File: src/rtl/muldiv_sequencer.sv
// HI/LO sequencer: launches the shared multiplier/divider, stalls the CPU until done, owns HI/LO.
// Build option DIV_ZERO_TRAP_EN: zero-divisor DIV sets div_zero and leaves HI/LO untouched.
module muldiv_sequencer #(
  parameter int TIMEOUT_CYCLES = 4096,
  parameter int CNT_W          = 13
) (
  input  logic               clk,
  input  logic               reset,
  input  logic               op_valid,
  input  logic               op_sel,
  input  logic signed [31:0] op_a,
  input  logic signed [31:0] op_b,
  output logic               busy,
  output logic               mult_start,
  output logic               div_start,
  output logic signed [31:0] unit_a,
  output logic signed [31:0] unit_b,
  input  logic               mult_done,
  input  logic        [31:0] mult_hi,
  input  logic        [31:0] mult_lo,
  input  logic               div_done,
  input  logic        [31:0] div_rem,
  input  logic        [31:0] div_quo,
  output logic        [31:0] hi,
  output logic        [31:0] lo,
  output logic               div_zero,
  output logic               timeout_err
);

  localparam int DATA_W = 32;

  typedef enum logic [1:0] {IDLE, LAUNCH, RUN, WRITE} state_t;

  state_t             state, state_nxt;
  logic               sel_div;
  logic [CNT_W-1:0]   wdog;
  logic [DATA_W-1:0]  res_hi_p1, res_lo_p1;
  logic               vld_p1;
  logic               sel_done, wdog_exp, b_zero;

  assign sel_done = sel_div ? div_done : mult_done;
  assign wdog_exp = (wdog == CNT_W'(TIMEOUT_CYCLES - 1));
  assign b_zero   = (unit_b == '0);

  always_comb begin
    state_nxt  = state;
    busy       = 1'b1;
    mult_start = 1'b0;
    div_start  = 1'b0;
    case (state)
      IDLE: begin
        busy = 1'b0;
        if (op_valid) state_nxt = LAUNCH;
      end
      LAUNCH: begin
        if (sel_div && b_zero) begin
          state_nxt = WRITE;
        end else begin
          mult_start = ~sel_div;
          div_start  = sel_div;
          state_nxt  = RUN;
        end
      end
      RUN:     if (sel_done || wdog_exp) state_nxt = WRITE;
      WRITE:   state_nxt = IDLE;
      default: state_nxt = IDLE;
    endcase
  end

  always_ff @(posedge clk) begin
    if (reset) begin
      state       <= IDLE;
      hi          <= '0;
      lo          <= '0;
      unit_a      <= '0;
      unit_b      <= '0;
      sel_div     <= 1'b0;
      div_zero    <= 1'b0;
      timeout_err <= 1'b0;
      wdog        <= '0;
      vld_p1      <= 1'b0;
    end else begin
      state <= state_nxt;
      case (state)
        IDLE: begin
          if (op_valid) begin
            unit_a      <= op_a;
            unit_b      <= op_b;
            sel_div     <= op_sel;
            div_zero    <= 1'b0;
            timeout_err <= 1'b0;
          end
        end
        LAUNCH: begin
          wdog   <= '0;
          vld_p1 <= 1'b1;
`ifdef DIV_ZERO_TRAP_EN
          if (sel_div && b_zero) begin
            div_zero <= 1'b1;
            vld_p1   <= 1'b0;
          end
`endif
        end
        RUN: begin
          wdog <= wdog + 1'b1;
          // done beats the watchdog when both land in the same cycle
          if (!sel_done && wdog_exp) begin
            timeout_err <= 1'b1;
            vld_p1      <= 1'b0;
          end
        end
        WRITE: begin
          if (vld_p1) begin
            hi <= res_hi_p1;
            lo <= res_lo_p1;
          end
        end
        default: ;
      endcase
    end
  end

  // ---- result staging (data only, no reset) ----
  always_ff @(posedge clk) begin
    if (state == LAUNCH && sel_div && b_zero) begin
`ifndef DIV_ZERO_TRAP_EN
      res_hi_p1 <= unit_a;
      res_lo_p1 <= '1;
`endif
    end else if (state == RUN && sel_done) begin
      res_hi_p1 <= sel_div ? div_rem : mult_hi;
      res_lo_p1 <= sel_div ? div_quo : mult_lo;
    end
  end

endmodule

File: config.mk
export PLATFORM = sky130hd
export DESIGN_NAME = muldiv_sequencer
export DESIGN_NICKNAME = d
export VERILOG_FILES = /design/src/rtl/muldiv_sequencer.sv
export SDC_FILE = /design/constraint.sdc
export NUM_CORES = 1
export LEC_CHECK = 0
export BUFFER_PORTS_ARGS = -buffer_cell sky130_fd_sc_hd__buf_2
export CAP_MARGIN = 20
export CORE_MARGIN = 3
export CORE_UTILIZATION = 35
export CTS_BUF_LIST = sky130_fd_sc_hd__clkbuf_8
export DETAILED_ROUTE_END_ITERATION = 16
export PLACE_DENSITY = 0.63
export SYNTH_ARGS = -nofsm -noshare
export SYNTH_HDL_FRONTEND = slang
export SYNTH_SLANG_ARGS = --single-unit
File: constraint.sdc
create_clock -name clk -period 7.8 [get_ports clk]
set_input_delay 0 -clock clk [delete_from_list [all_inputs] [get_ports clk]]
set_output_delay 0 -clock clk [all_outputs]
set_load 0.03 [all_outputs]
==> results.cfg <==
[sta]
max_freq_ghz = 0.383
setup_violations = 0
report.final.slew_viol_count = 0
timing.hold.ws_ns = 0.0264
final.setup.tns_ns = 0
slew_headroom_pct = 24.9
rsz0062_at_grt = no
tightest_slew_ns = 1.13
period_needed_ns = 2.61
fin_crit_sh_pct = 33.5
clock_skew_ns = 0.0162
hold_viol = 0

[placement]
dp_hpwl_mm = 18.2
io_buffer_count = 329
postPlaceCellArea_um2 = 10300
place.gp.congestion = 0.814

[global_route]
grtUsageTotal_pct = 21.9
grt_max_degree = 72
gr-total-overflow = 0
grt_pass1_wl_mm = 46.6
grt_pass1_vias = 8880
antenna_found_initial = 1

[die]
die-area_um2 = 26000
die_w_um = 161
start_util_pct = 35.8
io_pins = 331
core_area_um2 = 23600
die_h_um = 161
rows = 56

[detailed_routing]
dr.pass1.iters = 5
vias_per_cell = 4.87
drc = 0
drtAntennaViolNets = 0
routed_wirelength_mm = 29.6
vias = 8821
drt-initial-drc-count = 541
routedWlPerCell_um = 16.4

[yosys]
synth-edff-count = 32
ys_types = 38
syn_inst = 966
async_flop_share_pct = 0
ys.flop_type = dfxtp_1
synth_area_per_cell_um2 = 8.74
synth-seq-area-share_pct = 53.6
synth-seq-cells = 210
syn_nets = 1169
yosysWarnings = 0
syn_area_um2 = 8450

[cells_and_area]
final_net_count = 1667
final_common_cell = buf_2
syn_to_final_growth_pct = 53.5
final_cell_mix = buf_2 (328), nand2_1 (299), dlygate4sd3_1 (196)
regArea_um2 = 4530
fillers = 2174
final_area_um2 = 13000
multi_input_area_um2 = 3600
drive_above_1_share_pct = 27.1

[clock_network]
cts_tree = built
clk_pin_slew_ns = 0.06
clockBufferDepth = 3
cts_sinks = 210
clk_latency_ns = 0.51
htreeDepth = 2
cts_made_buffers = 37
cts-root-buf = clkbuf_8
cts.repair.resized = 0
postCtsSetupBuffers = 0

[critical_path]
max_stage_delay_ns = 0.59
reg2reg_to = res_hi_p1[0]
critPathCaptureType = register
critPathKind = reg2reg
timing.rr.start = unit_b[14]
crit_fanout = 34
ff2ff_path_depth = 5
cp.required_ns = 7.94
path_cells = nor4_1 -> nand4_1 -> buf_4 -> or3_2 -> nand2_2
start_kind = register
critPathTopFamily = simple AND/OR/NAND/NOR gates
worst-path-buf-inv = 1
cp.arrival_ns = 2.75
cp_slowest_cell = nand2_2
ff2ff_setup_slack_ns = 5.19

[power_and_ir_drop]
p_per_area_nw_per_um2 = 263
p_leak_nw = 5.50
ir_worst_vdd_v = 0.000156

[hold_path]
holdPathStages = 2
worstHoldPathType = in2reg
hold_path_startpoint = reset
holdPathEnd = unit_a[28]

[status]
outcome = completed

[flow_run]
maxCapViolCount = 0
==> flip-flops by register name, indices dropped and copies added (netlist names) <==
name / flops
vld_p1: 1
unit_a: 32
hi: 32
unit_b: 32
sel_div: 1
res_lo_p1: 32
lo: 32
state: 2
timeout_err: 1
res_hi_p1: 32
wdog: 13
==> where the power goes <==
| part | internal, mW | switching, mW | leakage [nW] |
|---|---|---|---|
| Combinational | 0.394 | 0.623 | 3.33 |
| Sequential | 1.30 | 0.112 | 1.75 |
| Clock | 0.536 | 0.445 | 0.423 |
==> Yosys cell counts, types with 2 or more instances <==
cell type / number / area (um2)
a21oi_1: 167 / 836
and2_1: 4 / 25.0
buf_1: 9 / 33.8
buf_2: 8 / 40.0
buf_4: 2 / 15.0
clkbuf_1: 57 / 214
dfxtp_1: 178 / 3560
edfxtp_1: 32 / 961
ha_1: 5 / 62.6
inv_1: 5 / 18.8
mux2i_1: 66 / 661
nand2_1: 302 / 1130
nand2b_1: 5 / 31.3
nand3_1: 2 / 10.0
nand4_1: 5 / 31.3
nand4_2: 2 / 25.0
nor2_1: 14 / 52.6
nor3_1: 4 / 20.0
nor4_1: 41 / 257
o211ai_1: 32 / 240
or3_1: 2 / 12.5
xnor2_1: 4 / 35.0
xor2_1: 5 / 43.8
==> final cells by class <==
class	instances	share of cell area, %
inverters	5	0.145
multi-input cells	674	27.8
clock inverters	23	0.975
well taps	319	3.08
flip-flops and latches	210	34.9
diodes	1	0.0193
clock buffers	43	4.57
repair buffers	536	28.5
==> kinds of logic (layout without fill, tap and decap cells) <==
logic type | count (synthesis) | in the layout | synth area share [%]
multiplexers | 67 | 67 | 7.95
AO/OA/AOI/OAI | 206 | 206 | 13.4
AND/OR/NAND/NOR | 386 | 386 | 19.4
other | 1 | 2 | 0.0444
adder cells (fa/ha/maj) | 5 | 5 | 0.741
XOR/XNOR | 9 | 9 | 0.933
flip-flops | 210 | 210 | 53.6
buffers and inverters | 82 | 607 | 3.94
==> routing by layer <==
| layer | routed length, um | GRT usage [%] | vias to the layer above |
|---|---|---|---|
| met2 | 14200 | 36.5 | 369 |
| met5 | 0 | 0 | - |
| met1 | 12100 | 26.8 | 4030 |
| li1 | - | - | 4321 |
| met3 | 2060 | 5.31 | 101 |
| met4 | 1310 | 10.1 | 0 |
==> how the worst max path moves through the flow <==
stage	start	to	depth (start not counted)
after floorplan	unit_b[6]	res_hi_p1[0]	6
after global placement	unit_b[14]	res_hi_p1[16]	5
after detailed placement	unit_b[14]	res_hi_p1[12]	5
after CTS	unit_b[14]	res_hi_p1[9]	5
after global routing	unit_b[28]	res_hi_p1[9]	5
final	unit_b[14]	res_hi_p1[0]	5
==> per-stage QoR <==
step	utilization (%)	worst slack (ns)	std cells	total power [mW]
2_1_floorplan	-	5.03	966	2.03
3_3_place_gp	43.5	5.18	1548	2.30
3_5_place_dp	43.5	5.16	1548	2.32
4_1_cts	54.9	5.15	1810	3.42
5_1_grt	54.9	5.06	1811	3.60
6_report	54.9	5.19	1811	3.41
==> repair_timing <==
action,CTS,global route
hold endpoints to repair,132,0
setup endpoints to repair,0,0
hold buffers,196,0
Note: power is estimated with default switching activity, not from simulation.
